File: config.mk
export PLATFORM = sky130hd
export DESIGN_NAME = mult_share_arbiter_flat
export DESIGN_NICKNAME = d
export VERILOG_FILES = /design/src/rtl/mult_share_if.sv /design/src/rtl/mult_share_arbiter.sv /design/src/flat_wrapper.sv
export SDC_FILE = /design/constraint.sdc
export NUM_CORES = 1
export LEC_CHECK = 0
export BUFFER_PORTS_ARGS = -buffer_cell sky130_fd_sc_hd__buf_2
export CORE_MARGIN = 2
export CORE_UTILIZATION = 40
export CTS_CLUSTER_SIZE = 30
export DETAILED_ROUTE_END_ITERATION = 10
export PLACE_DENSITY = 0.8
export SETUP_SLACK_MARGIN = 0.5
export SYNTH_ARGS = -nofsm -noshare
export SYNTH_HDL_FRONTEND = slang
export SYNTH_SLANG_ARGS = --single-unit
File: constraint.sdc
create_clock -name clk -period 4.3 [get_ports clk]
set_clock_uncertainty 0.15 [all_clocks]
set_input_delay 1.075 -clock clk [delete_from_list [all_inputs] [get_ports clk]]
set_output_delay 1.075 -clock clk [all_outputs]
set_load 0.02 [all_outputs]
File: src/rtl/mult_share_if.sv
// Handshake bundle between the requesters, the shared-multiplier arbiter and the
// multiplier itself. Every data/control signal has a companion word-level taint bit.
interface mult_share_if #(
  parameter int WIDTH = 4,
  parameter int NREQ  = 2
);
  logic [NREQ-1:0]       req;
  logic [NREQ-1:0]       req_t;
  logic [NREQ*WIDTH-1:0] op_a;
  logic [NREQ*WIDTH-1:0] op_b;
  logic [NREQ-1:0]       op_t;
  logic [NREQ-1:0]       gnt;
  logic [NREQ-1:0]       done;
  logic [NREQ-1:0]       done_t;
  logic [2*WIDTH-1:0]    result;
  logic                  result_t;
  logic                  mult_start;
  logic                  mult_start_t;
  logic [WIDTH-1:0]      mult_a;
  logic [WIDTH-1:0]      mult_b;
  logic                  mult_op_t;
  logic                  mult_done;
  logic                  mult_done_t;
  logic [2*WIDTH-1:0]    mult_product;
  logic                  mult_product_t;

  // Requester/multiplier side of the bundle.
  modport master (
    output req, req_t, op_a, op_b, op_t,
    output mult_done, mult_done_t, mult_product, mult_product_t,
    input  gnt, done, done_t, result, result_t,
    input  mult_start, mult_start_t, mult_a, mult_b, mult_op_t
  );

  // Arbiter side of the bundle.
  modport slave (
    input  req, req_t, op_a, op_b, op_t,
    input  mult_done, mult_done_t, mult_product, mult_product_t,
    output gnt, done, done_t, result, result_t,
    output mult_start, mult_start_t, mult_a, mult_b, mult_op_t
  );
endinterface

File: src/rtl/mult_share_arbiter.sv
// Round-robin arbiter/sequencer sharing one sequential multiplier among NREQ
// requesters, with sticky word-level taint on every decision and data path.
module mult_share_arbiter #(
  parameter int WIDTH = 4,
  parameter int NREQ  = 2
) (
  input  logic       clk,
  input  logic       rst,
  mult_share_if.slave bus
);
  localparam int PW = (NREQ > 1) ? $clog2(NREQ) : 1;

  typedef enum logic [1:0] {
    IDLE   = 2'd0,
    LAUNCH = 2'd1,
    WAIT   = 2'd2,
    RESP   = 2'd3
  } state_t;

  state_t             state;
  logic [PW-1:0]      ptr;
  logic [PW-1:0]      win;
  logic [PW-1:0]      win_nx;
  logic [NREQ-1:0]    gnt_r;
  logic [NREQ-1:0]    done_r;
  logic [NREQ-1:0]    done_t_r;
  logic [2*WIDTH-1:0] result_r;
  logic               result_t_r;
  logic               mult_start_r;
  logic [WIDTH-1:0]   mult_a_r;
  logic [WIDTH-1:0]   mult_b_r;
  logic               mult_op_t_r;
  logic               sel_t;

  // Scan from the pointer downward-in-priority so the lowest offset from ptr wins last.
  function automatic logic [PW-1:0] rr_pick(input logic [NREQ-1:0] r, input logic [PW-1:0] p);
    rr_pick = '0;
    for (int k = NREQ - 1; k >= 0; k--) begin
      int j;
      j = int'(p) + k;
      if (j >= NREQ) j = j - NREQ;
      if (r[PW'(j)]) rr_pick = PW'(j);
    end
  endfunction

  function automatic logic [NREQ-1:0] onehot(input logic [PW-1:0] i);
    onehot = '0;
    onehot[i] = 1'b1;
  endfunction

  always_comb win_nx = rr_pick(bus.req, ptr);

  always_ff @(posedge clk) begin
    if (rst) begin
      state        <= IDLE;
      ptr          <= '0;
      win          <= '0;
      gnt_r        <= '0;
      done_r       <= '0;
      done_t_r     <= '0;
      result_r     <= '0;
      result_t_r   <= 1'b0;
      mult_start_r <= 1'b0;
      mult_a_r     <= '0;
      mult_b_r     <= '0;
      mult_op_t_r  <= 1'b0;
      sel_t        <= 1'b0;
    end else begin
      case (state)
        IDLE: begin
          gnt_r        <= '0;
          done_r       <= '0;
          mult_start_r <= 1'b0;
          if (|bus.req) begin
            win          <= win_nx;
            mult_a_r     <= bus.op_a[int'(win_nx)*WIDTH +: WIDTH];
            mult_b_r     <= bus.op_b[int'(win_nx)*WIDTH +: WIDTH];
            mult_op_t_r  <= bus.op_t[win_nx];
            sel_t        <= sel_t | (|bus.req_t);
            gnt_r        <= onehot(win_nx);
            mult_start_r <= 1'b1;
            state        <= LAUNCH;
          end
        end
        LAUNCH: begin
          mult_start_r <= 1'b0;
          state        <= WAIT;
        end
        WAIT: begin
          if (bus.mult_done) begin
            result_r   <= bus.mult_product;
            result_t_r <= result_t_r | bus.mult_product_t | bus.mult_done_t | sel_t | mult_op_t_r;
            done_r     <= onehot(win);
            done_t_r   <= done_t_r | (onehot(win) & {NREQ{sel_t | bus.mult_done_t}});
            state      <= RESP;
          end
        end
        RESP: begin
          done_r <= '0;
          gnt_r  <= '0;
          ptr    <= (win == PW'(NREQ - 1)) ? '0 : win + 1'b1;
          state  <= IDLE;
        end
        default: state <= IDLE;
      endcase
    end
  end

  // A tainted arbitration leaks through timing to every requester's done.
  assign bus.done_t       = done_t_r | {NREQ{sel_t}};
  assign bus.gnt          = gnt_r;
  assign bus.done         = done_r;
  assign bus.result       = result_r;
  assign bus.result_t     = result_t_r;
  assign bus.mult_start   = mult_start_r;
  assign bus.mult_start_t = sel_t;
  assign bus.mult_a       = mult_a_r;
  assign bus.mult_b       = mult_b_r;
  assign bus.mult_op_t    = mult_op_t_r;
endmodule

File: src/flat_wrapper.sv
// flat-port wrapper written by rule: the top's interface ports become plain ports
module mult_share_arbiter_flat 
#(
  parameter int WIDTH = 4,
  parameter int NREQ  = 2
)
  (clk, rst, bus_req, bus_req_t, bus_op_a, bus_op_b, bus_op_t, bus_mult_done, bus_mult_done_t, bus_mult_product, bus_mult_product_t, bus_gnt, bus_done, bus_done_t, bus_result, bus_result_t, bus_mult_start, bus_mult_start_t, bus_mult_a, bus_mult_b, bus_mult_op_t);
  mult_share_if #(.WIDTH(WIDTH), .NREQ(NREQ)) bus_i ();
  input  logic clk;
  input  logic rst;
  input wire logic [$bits(bus_i.req)-1:0] bus_req;
  input wire logic [$bits(bus_i.req_t)-1:0] bus_req_t;
  input wire logic [$bits(bus_i.op_a)-1:0] bus_op_a;
  input wire logic [$bits(bus_i.op_b)-1:0] bus_op_b;
  input wire logic [$bits(bus_i.op_t)-1:0] bus_op_t;
  input wire logic [$bits(bus_i.mult_done)-1:0] bus_mult_done;
  input wire logic [$bits(bus_i.mult_done_t)-1:0] bus_mult_done_t;
  input wire logic [$bits(bus_i.mult_product)-1:0] bus_mult_product;
  input wire logic [$bits(bus_i.mult_product_t)-1:0] bus_mult_product_t;
  output wire logic [$bits(bus_i.gnt)-1:0] bus_gnt;
  output wire logic [$bits(bus_i.done)-1:0] bus_done;
  output wire logic [$bits(bus_i.done_t)-1:0] bus_done_t;
  output wire logic [$bits(bus_i.result)-1:0] bus_result;
  output wire logic [$bits(bus_i.result_t)-1:0] bus_result_t;
  output wire logic [$bits(bus_i.mult_start)-1:0] bus_mult_start;
  output wire logic [$bits(bus_i.mult_start_t)-1:0] bus_mult_start_t;
  output wire logic [$bits(bus_i.mult_a)-1:0] bus_mult_a;
  output wire logic [$bits(bus_i.mult_b)-1:0] bus_mult_b;
  output wire logic [$bits(bus_i.mult_op_t)-1:0] bus_mult_op_t;
  assign bus_i.req = bus_req;
  assign bus_i.req_t = bus_req_t;
  assign bus_i.op_a = bus_op_a;
  assign bus_i.op_b = bus_op_b;
  assign bus_i.op_t = bus_op_t;
  assign bus_i.mult_done = bus_mult_done;
  assign bus_i.mult_done_t = bus_mult_done_t;
  assign bus_i.mult_product = bus_mult_product;
  assign bus_i.mult_product_t = bus_mult_product_t;
  assign bus_gnt = bus_i.gnt;
  assign bus_done = bus_i.done;
  assign bus_done_t = bus_i.done_t;
  assign bus_result = bus_i.result;
  assign bus_result_t = bus_i.result_t;
  assign bus_mult_start = bus_i.mult_start;
  assign bus_mult_start_t = bus_i.mult_start_t;
  assign bus_mult_a = bus_i.mult_a;
  assign bus_mult_b = bus_i.mult_b;
  assign bus_mult_op_t = bus_i.mult_op_t;
  mult_share_arbiter #(.WIDTH(WIDTH), .NREQ(NREQ)) u_core (.clk(clk), .rst(rst), .bus(bus_i));
endmodule
Word level (Yosys, flattened, before mapping)
Cells that the tools add are included.
W data, S select, Z words.
{"block": "op_classes", "n_addsub": 4, "magnitude_cmp": 8, "n_eq_ne": 5, "shifts": 2, "n_mux": 24, "bitwise": 9, "n_reduce_logical": 13}
{"operator": "$shiftx A8 B4 Y4", "n": 2}
{"operator": "$mux W1", "n": 14}
{"operator": "$mux W2", "n": 4}
{"operator": "$pmux W2 S2", "n": 2}
{"operator": "$pmux W2 S4", "n": 1}
{"operator": "$reduce_and A2 Y1", "n": 4}
{"operator": "$lt A1 B3 Y1 const B", "n": 2}
{"operator": "$or A1 B1 Y1", "n": 6}
{"operator": "$reduce_bool A2 Y1", "n": 3}
{"operator": "$reduce_or A2 Y1", "n": 3}
{"operator": "$eq A2 B2 Y1 const B", "n": 2}
{"operator": "$lt A1 B2 Y1 const B", "n": 2}
{"operator": "$or A2 B2 Y2", "n": 2}
{"operator": "$add A1 B1 Y2 const B", "n": 1}
{"operator": "$and A2 B2 Y2", "n": 1}
{"operator": "$demux W1 S1", "n": 2}
{"operator": "$eq A2 B1 Y1 const B", "n": 1}
{"operator": "$ge A1 B1 Y1 const B", "n": 2}
{"operator": "$ge A1 B2 Y1 const B", "n": 1}
{"operator": "$ge A2 B2 Y1 const B", "n": 1}
{"operator": "$logic_and A1 B1 Y1", "n": 2}
{"operator": "$logic_not A2 Y1", "n": 1}
{"operator": "$ne A2 B1 Y1 const B", "n": 1}
{"operator": "$ne A2 B2 Y1 const B", "n": 1}
{"operator": "other kinds (3)", "n": 4}
{"block": "totals", "reg_bits": 30, "inputBits": 35}

Depth between registers and ports, before layout
Gate-level depths: netlist of run 1.
{"block": "logic_depth", "word_depth": 14, "ltp_mapped": 6, "mapped_depth_nobuf": 5}

Worst setup path before layout of run 1
OpenSTA, ideal clock, no wires.
{"block": "synth_path", "kind": "input to register", "startpoint": "input bus_mult_done_t", "endpoint": "register u_core.result_t_r (netlist: u_core.bus.result_t)", "setup_time_ns": 0.128, "arrival_time_ns": 1.711, "t_required_ns": 4.022, "slack_ns": 2.311, "stages": 3, "n_path_buf": 0, "cell_sequence": "or4_1 > a21oi_1 > nor2_1"}
{"block": "synth_between", "elab_chain_len": 3}
{"element": "from (decl)", "line": "flat_wrapper.sv:17", "source": "input wire logic [$bits(bus_i.mult_done_t)-1:0] bus_mult_done_t;"}
{"element": "$or A1 B1 Y1 (3 in series)", "line": "mult_share_arbiter.sv:92", "source": "result_t_r <= result_t_r | bus.mult_product_t | bus.mult_done_t | sel_t | mult_op_t_r;"}
{"element": "to (signal assigned)", "line": "mult_share_arbiter.sv:92"}
{"element": "to (decl)", "line": "mult_share_arbiter.sv:28", "source": "logic result_t_r;"}
No other way between the ends.
A chain may end at the register's enable or synchronous reset.

Worst setup path after layout of run 1
{"block": "layout_path", "startpoint": "register u_core.sel_t (netlist: u_core.bus.mult_start_t)", "endpoint": "output bus_done_t[1]"}
{"block": "layout_between", "elab_chain_len": 1}
{"element": "from (decl)", "line": "mult_share_arbiter.sv:33", "source": "logic sel_t;"}
{"element": "from (signal assigned)", "line": "mult_share_arbiter.sv:79", "source": "sel_t <= sel_t | (|bus.req_t);"}
{"element": "$or A2 B2 Y2", "line": "mult_share_arbiter.sv:110", "source": "assign bus.done_t = done_t_r | {NREQ{sel_t}};"}
{"element": "to (decl)", "line": "flat_wrapper.sv:22", "source": "output wire logic [$bits(bus_i.done_t)-1:0] bus_done_t;"}
No other way between the ends.

==> results of run 1 <==
==> final cells by class <==
type | instances | area [sq um] | share of cell area (%)
clock inverters | 1 | 5.00 | 0.300
multi-input cells | 111 | 628 | 37.7
clock buffers | 7 | 55.1 | 3.30
flip-flops and latches | 30 | 601 | 36.0
inverters | 6 | 22.5 | 1.35
well taps | 44 | 55.1 | 3.30
repair buffers | 60 | 300 | 18.0
==> worst max-delay path, stage by stage, from the launching register on <==
cell and delay (ps):
dfxtp_1 370, inv_1 80, nand2_1 70, buf_2 160
==> cells by family (layout without fill, tap and decap cells) <==
family,Yosys count,in the layout
AO/OA/AOI/OAI,44,44
adder cells (fa/ha/maj),4,4
AND/OR/NAND/NOR,63,63
buffers and inverters,14,74
flip-flops,30,30
==> state kept, by name, summed over array words and instances, names as in the netlist, 2 cells and up <==
name,count
u_core.bus.result,8
u_core.bus.mult_a,4
u_core.bus.mult_b,4
u_core.bus.done,2
u_core.bus.gnt,2
u_core.done_t_r,2
u_core.state,2
==> cells in the final DEF, fill, tap and decap left out, types with 3 or more instances in the layout <==
master / n
o21ai_0: 4
nand2_1: 20
buf_2: 60
a211oi_1: 10
a21oi_1: 23
clkbuf_4: 5
ha_1: 4
nand3_1: 10
nor2_1: 19
inv_1: 6
dfxtp_1: 30
nor2b_1: 3
==> stage by stage <==
stage                     std cells  setup slack [ps]  hold WS [ps]
after floorplan                 155              2310           281
after global placement          251              2030           290
after detailed placement        251              2010           297
after CTS                       259              2040           309
after global routing            259              1990           330
final                           259              2070           307
==> layer usage <==
metal / vias to the layer above / global-route usage (%) / share of wire (%)
li1: 653 / - / -
met5: - / 0 / 0
met1: 570 / 21.9 / 47
met2: 41 / 25.7 / 44
met4: 0 / 9.63 / 2.5
met3: 8 / 6.61 / 6.8
==> path summary, 6_finish.rpt <==
kind / from / to / slack, ps
worst max-delay path: u_core.bus.mult_start_t / bus_done_t[1] / 2070
worst min-delay path: u_core.done_t_r[0] / u_core.done_t_r[0] / 310
worst max register to register: u_core.state[1] / u_core.bus.mult_start_t / 2630
worst min register to register: u_core.done_t_r[0] / u_core.done_t_r[0] / 310
==> power breakdown <==
part	internal [mW]	switching (mW)	total [mW]
sequential	0.342	0.0426	0.384
combinational	0.154	0.253	0.407
clock	0.0791	0.0980	0.177
==> results.ini, run 1 <==
[status]
status = completed

[pwr]
leakage_nw = 0.750
power_mw = 0.968
vdd_drop_max_v = 0.000262
power_density_nw_per_um2 = 581

[clocking]
clkLatencyLatePin_ps = 330
numCtsBuffers = 5
post_cts_hold_buffer_count = 0
cts_tree = yes
cts-resized-gates = 0
cts.htree.levels = 2
post_cts_buffers = 0
clk_pin_slew_ps = 90
cts-root-buf = clkbuf_4
clockBufferDepth = 2
cts.sinks = 30

[grt]
grt_usage_pct = 17.4
grt-ovfl-total = 0
grt_max_degree = 32
grt_pass1_vias = 1098
antenna_found_initial = 0
grt_pass1_wl_mm = 4.67

[worst_setup_path]
critical_path_class = register to output port
start_kind = register
cp.arrival_ps = 1010
worstRegToRegCells = 5
worstPathMaxFanout = 4
end_kind = output port
required_ps = 3070

[placement]
place_congestion = 0.834
place_area_sq_um = 1610
dp_hpwl_mm = 2.17
io_buffer_count = 60

[die]
die_w_um = 60.8
pin_count = 61
initial_utilization_pct = 42.3
core_area_sq_um = 3050
die_h_um = 60.8
die_area_sq_um = 3700
fp-row-count = 20

[synth]
synth_edf_count = 0
synthTopCellsByArea = dfxtp_1 (46%), a21oi_1 (8.9%), a211oi_1 (5.8%), nand2_1 (5.8%), nor2_1 (5.5%)
async_reset_ff_share_pct = 0
synth_compound_area_share_pct = 21.3
synth_top_area_share_pct = 46.5
synth-xor-area-share_pct = 0
synth_top_family_by_area = simple AND/OR/NAND/NOR gates
syn_inst = 155
ys_warn_count = 0
synthAdderAreaFrac_pct = 3.87
ys_seq_area_share_pct = 46.5
synth_top_area_cell = dfxtp_1
yosysUniqueCellTypes = 27
yosys_register_bits = 30
yosysMostFrequentCell = dfxtp_1
synthesis.nets = 194
ys.flop_type = dfxtp_1
syn_avg_cell_area_sq_um = 8.34
synth.cell_area_sq_um = 1290
synthTopCellsByCount = dfxtp_1 (30), a21oi_1 (23), nand2_1 (20)
synth_mux_area_share_pct = 0
synth_simple_gate_area_share_pct = 23.4

[detailed_routing]
drc = 0
drt-total-wl_mm = 2.98
drt_iter0_drc = 43
viasPerCell = 4.91
drt.antenna.violating_nets = 0
drtPass1Iterations = 4
wl_per_cell_um = 11.5
vias = 1272

[cells_and_area]
insertedDiodeCount = 0
drive_gt1_share_pct = 33.5
fin_nets = 253
syn_to_final_growth_pct = 28.9
final_core_util_pct = 54.6
finalInstanceArea_sq_um = 1670
fill_cells = 307

[worst_hold_path]
hold_class = register to register
hold_depth = 2

[sta]
slew_headroom_pct = 64.1
period_needed_ps = 2230
tightest_slew_ps = 539
hold_viol_final = 0
setup_violations = 0
rsz0062_at_grt = false
tns_ps = 0
fmax_mhz = 448
period_share_pct = 51.9
slew_violations = 0

[job]
drv_cap = 0

No activity file was read; power rests on OpenSTA's default activity.
==> inputs of run 2 (changes only) <==
ABC_AREA = 1   (was not set)
PLACE_DENSITY = 0.79   (was 0.8)
clock period = 2.2 ns   (was 4.3 ns; I/O delays follow)
==> results.ini, run 2 <==
[status]
status = completed

[synth]
synth_top_family_by_area = simple AND/OR/NAND/NOR gates
synthAdderAreaFrac_pct = 3.50
yosysMostFrequentCell = nand2_1
yosysUniqueCellTypes = 18
syn_avg_cell_area_sq_um = 6.68
ys_warn_count = 0
synth_simple_gate_area_share_pct = 33.3
synth_top_area_cell = dfxtp_1
synth_mux_area_share_pct = 0
synth_top_area_share_pct = 42.0
async_reset_ff_share_pct = 0
ys.flop_type = dfxtp_1
syn_inst = 214
yosys_register_bits = 30
synth-xor-area-share_pct = 0
synth_compound_area_share_pct = 8.66
synth_edf_count = 0
synthTopCellsByCount = nand2_1 (53), nor2_1 (51), inv_1 (31)
synthTopCellsByArea = dfxtp_1 (42%), nand2_1 (14%), nor2_1 (13%), inv_1 (8.1%), a21oi_1 (4.2%)
synthesis.nets = 253
synth.cell_area_sq_um = 1430
ys_seq_area_share_pct = 42.0

[worst_setup_path]
start_kind = register
cpPeakStageDelay_ps = 350
required_ps = 1500
critical_path.slowest_cell = dfxtp_2
worstPathMaxFanout = 4
end_kind = output port
worstRegToRegCells = 6
worstPathCellList = or2_4 > buf_6
cp.arrival_ps = 1040
critical_path_class = register to output port
r2r_end = u_core.bus.result[3]
reg2reg_from = u_core.state[0]
rrSetupSlack_ps = 650

[die]
fp-row-count = 21
die_h_um = 63.8
die_w_um = 63.8
initial_utilization_pct = 42.2
core_area_sq_um = 3390
pin_count = 61
die_area_sq_um = 4070

[cells_and_area]
final_common_cell = buf_2
final_cell_mix = buf_2 (58), nand2_1 (52), nor2_1 (51)
drive_gt1_share_pct = 30.0
fill_cells = 327
largest_reg_flops = 8
finalInstanceArea_sq_um = 1850
syn_to_final_growth_pct = 29.4
fin_nets = 315
insertedDiodeCount = 0
instances_no_fill = 323

[sta]
rsz0062_at_grt = true
tightest_slew_ps = 540
setup_violations = 0
slew_headroom_pct = 63.9
period_needed_ps = 1740
slew_violations = 0
period_share_pct = 79.3
fmax_mhz = 573
tns_ps = 0
finalWorstSetupSlack_ps = 456
hold_viol_final = 0

[placement]
dp_hpwl_mm = 2.43
place_area_sq_um = 1730
place_inst = 313
place_worst_setup_slack_ps = 477
place_congestion = 0.756
io_buffer_count = 60

[worst_hold_path]
hold_end = u_core.done_t_r[0]
hold_class = register to register
hold_start = u_core.done_t_r[0]
hold_depth = 2

[clocking]
clkLatencyLatePin_ps = 330
clockBufferDepth = 2
cts_tree = yes
cts-root-buf = clkbuf_4
cts.sinks = 30
post_cts_hold_buffer_count = 0
clk_pin_slew_ps = 90
numCtsBuffers = 5
cts.htree.levels = 2

[pwr]
power_density_nw_per_um2 = 1200
leakage_nw = 1.04
vdd_drop_max_v = 0.000514
power_mw = 2.23

[detailed_routing]
drt-total-wl_mm = 3.22
drtPass1Iterations = 4
drt.antenna.violating_nets = 0
drc = 0
viasPerCell = 4.39
drt_iter0_drc = 73
vias = 1418
wl_per_cell_um = 9.97

[grt]
grt_pass1_vias = 1218
grt_max_degree = 21
grt-ovfl-total = 0
grt_usage_pct = 16.2
antenna_found_initial = 0
grt_pass1_wl_mm = 5.18

[job]
drv_cap = 0

==> run 2: cell count changes after synthesis, moves of 3 or more <==
cell,change
inv_1,+25
o21ai_0,+7
nand2_1,+33
a21oi_1,-11
a211oi_1,-10
nor2b_1,-3
nand3_1,-4
buf_6,+3
nor2_1,+32
==> run 2: worst max-delay path by stage <==
stage	start	end	slack [ps]	cells past startpoint
finish	u_core.bus.mult_start_t	bus_done_t[1]	460	2
global route	u_core.bus.mult_start_t	bus_done_t[1]	410	2
CTS	u_core.bus.mult_start_t	bus_done_t[1]	450	2
floorplan	u_core.bus.mult_start_t	bus_done_t[0]	770	2
global placement	rst	u_core.state[0]	520	4
detailed placement	rst	u_core.ptr	480	4
==> run 2: area by class of cell <==
class	count	area (sq um)	share of cell area (%)
Timing Repair Buffer	61	320	17.3
Inverter	33	128	6.90
Multi-Input combinational cell	144	661	35.7
Tap cell	46	57.6	3.11
Clock inverter	3	40.0	2.16
Timing Repair inverter	1	5.00	0.270
Clock buffer	5	37.5	2.03
Sequential cell	30	602	32.5
==> run 2: logic make-up (layout without fill, tap and decap cells) <==
family | count (synthesis) | in the layout
fa+ha+maj | 4 | 4
compound gates | 24 | 24
flops | 30 | 30
simple gates | 116 | 116
buf+inv | 40 | 103
==> run 2: worst max-delay path: cells and delay by family (launching register included) <==
kind / cells / cell delay, ps
AND/OR/NAND/NOR: 1 / 230
buffers and inverters: 1 / 130
flip-flops: 1 / 350
==> run 2: what timing repair did <==
action                                  CTS  global route
endpoints found under the setup margin    3             4
gates resized for setup                   5             5
cloned                                    0             1
buffers inserted                          1             0
==> run 2: power by group <==
| group | leakage, nW | internal, mW | switching (mW) |
|---|---|---|---|
| combinational | 0.746 | 0.365 | 0.657 |
| sequential | 0.246 | 0.691 | 0.0852 |
| clock | 0.0450 | 0.235 | 0.196 |
==> run 2: through the flow <==
step	hold slack (ps)	util [%]
6_report	312	54.6
3_3_place_gp	293	51.1
5_1_grt	328	54.6
4_1_cts	311	54.0
2_1_floorplan	279	-
3_5_place_dp	300	51.1
==> run 2: layer usage <==
layer,vias to the layer above,global-route usage [%],routed length (um)
li1,765,-,-
met4,0,6.52,53
met3,6,7.75,361
met2,67,24.7,1390
met1,580,19.5,1420
met5,-,0,0
==> inputs of run 3 (changes only) <==
clock period = 1.74 ns   (was 2.2 ns; I/O delays follow)
==> results.ini, run 3 (same netlist as run 2, synthesis figures left out) <==
[status]
status = completed

[sta]
hold_viol_final = 0
period_needed_ps = 1630
fmax_mhz = 612
period_share_pct = 93.9
tightest_slew_ps = 365
rsz0062_at_grt = true
slew_headroom_pct = 75.7
setup_violations = 0
slew_violations = 0
tns_ps = 0

[detailed_routing]
wl_per_cell_um = 12.6
drc = 0
drt-total-wl_mm = 4.41
drt_iter0_drc = 58
viasPerCell = 4.69
drtPass1Iterations = 5
vias = 1638
drt.antenna.violating_nets = 0

[clocking]
cts.sinks = 30
clkLatencyLatePin_ps = 340
clk_pin_slew_ps = 100
cts.htree.levels = 2
numCtsBuffers = 5
cts_tree = yes
clockBufferDepth = 2
cts-root-buf = clkbuf_4

[cells_and_area]
insertedDiodeCount = 0
final_core_util_pct = 73.2
largest_reg_flops = 8
instances_no_fill = 349
drive_gt1_share_pct = 59.1
fin_nets = 342
syn_to_final_growth_pct = 73.5
final_common_cell = nand2_1
final_cell_mix = nand2_1 (42), nor2_1 (39), buf_2 (35)

[die]
die_w_um = 63.8
initial_utilization_pct = 42.2
die_area_sq_um = 4070
pin_count = 61
die_h_um = 63.8
fp-row-count = 21
core_area_sq_um = 3390

[placement]
dp_hpwl_mm = 2.40
place_congestion = 0.746
place_inst = 315
io_buffer_count = 60

[pwr]
power_frac_comb_pct = 62.5
swShare_pct = 42.6
vdd_drop_max_v = 0.000843
leakage_nw = 1.25
p_sw_mw = 1.67
seq_power_share_pct = 27.7
p_int_mw = 2.26
power_density_nw_per_um2 = 1580
power_mw = 3.93
pwr-share-clk_pct = 9.8

[worst_hold_path]
hold_class = input port to register
hold_depth = 3

[worst_setup_path]
worstRegToRegCells = 8
critical_path.top_delay_family = flip-flops
start_kind = register
critical_path.slowest_cell = dfxtp_2
crit_cells = 2
cpPeakStageDelay_ps = 350
worstPathCellList = or2_4 > buf_6
critical_path_class = register to output port
worst-path-buf-inv = 1
worstPathMaxFanout = 3
required_ps = 1150
cp.arrival_ps = 1050
end_kind = output port

[grt]
grt_pass1_wl_mm = 6.31
antenna_found_initial = 0
grt-ovfl-total = 0
grt_max_degree = 21
grt_pass1_vias = 1486
grt_usage_pct = 19.7

[job]
drv_cap = 0

-- run 3: metrics by stage --
step	setup WS, ps	hold WS (ps)	area [sq um]
after detailed placement	261	298	1760
after global routing	82.3	196	2480
after global placement	323	297	1760
after CTS	112	195	2240
final	106	194	2480
after floorplan	471	282	1440
-- run 3: final timing paths --
kind | start | to | slack (ps)
setup reg to reg | u_core.state[1] | u_core.state[1] | 380
setup / recovery | u_core.bus.mult_start_t | bus_done_t[1] | 110
hold reg to reg | u_core.done_t_r[1] | u_core.done_t_r[1] | 320
hold / removal | bus_mult_product[6] | u_core.bus.result[6] | 190
-- run 3: timing repair --
| item | in CTS | in global routing |
|---|---|---|
| pin swaps | 11 | 22 |
| setup endpoints to repair | 53 | 55 |
| hold buffers | 0 | 0 |
| gates resized for setup | 110 | 46 |
| cloned | 3 | 1 |
| setup buffers | 13 | 10 |
| hold endpoints to repair | 0 | 0 |
-- run 3: power by group through the flow --
stage | combinational [mW] | sequential [mW] | clock (mW)
detailed placement | 1.28 | 0.998 | 0
CTS | 1.93 | 1.07 | 0.385
finish | 2.46 | 1.09 | 0.386
global route | 2.64 | 1.11 | 0.415
global placement | 1.26 | 0.997 | 0
floorplan | 0.758 | 1.17 | 0
-- run 3: worst register-to-register path, stage by stage (launching register included) --
cell and delay [ps]:
dfxtp_4 400, inv_4 50, ha_4 190, buf_6 120
buf_6 110, nand2_4 80, nand3_2 60, nand2_1 60
nor2_1 50
-- run 3: cell type report --
class	instances	area, sq um
inverter	33	141
fill	239	908
clock buffer	5	37.5
tap	46	57.6
sequential	30	637
timing repair buffer	86	686
multi-input combinational	146	905
clock inverter	2	10.0
timing repair inverter	1	7.51
-- run 3: metal layers --
metal | part of all wire, % | wire length (um) | vias to the layer above | global-route usage, %
met3 | 7.1 | 315 | 16 | 6.34
met1 | 40 | 1740 | 731 | 22.1
met4 | 2.5 | 111 | 0 | 7.07
met2 | 51 | 2240 | 76 | 34.5
met5 | 0 | 0 | - | 0
li1 | - | - | 815 | -
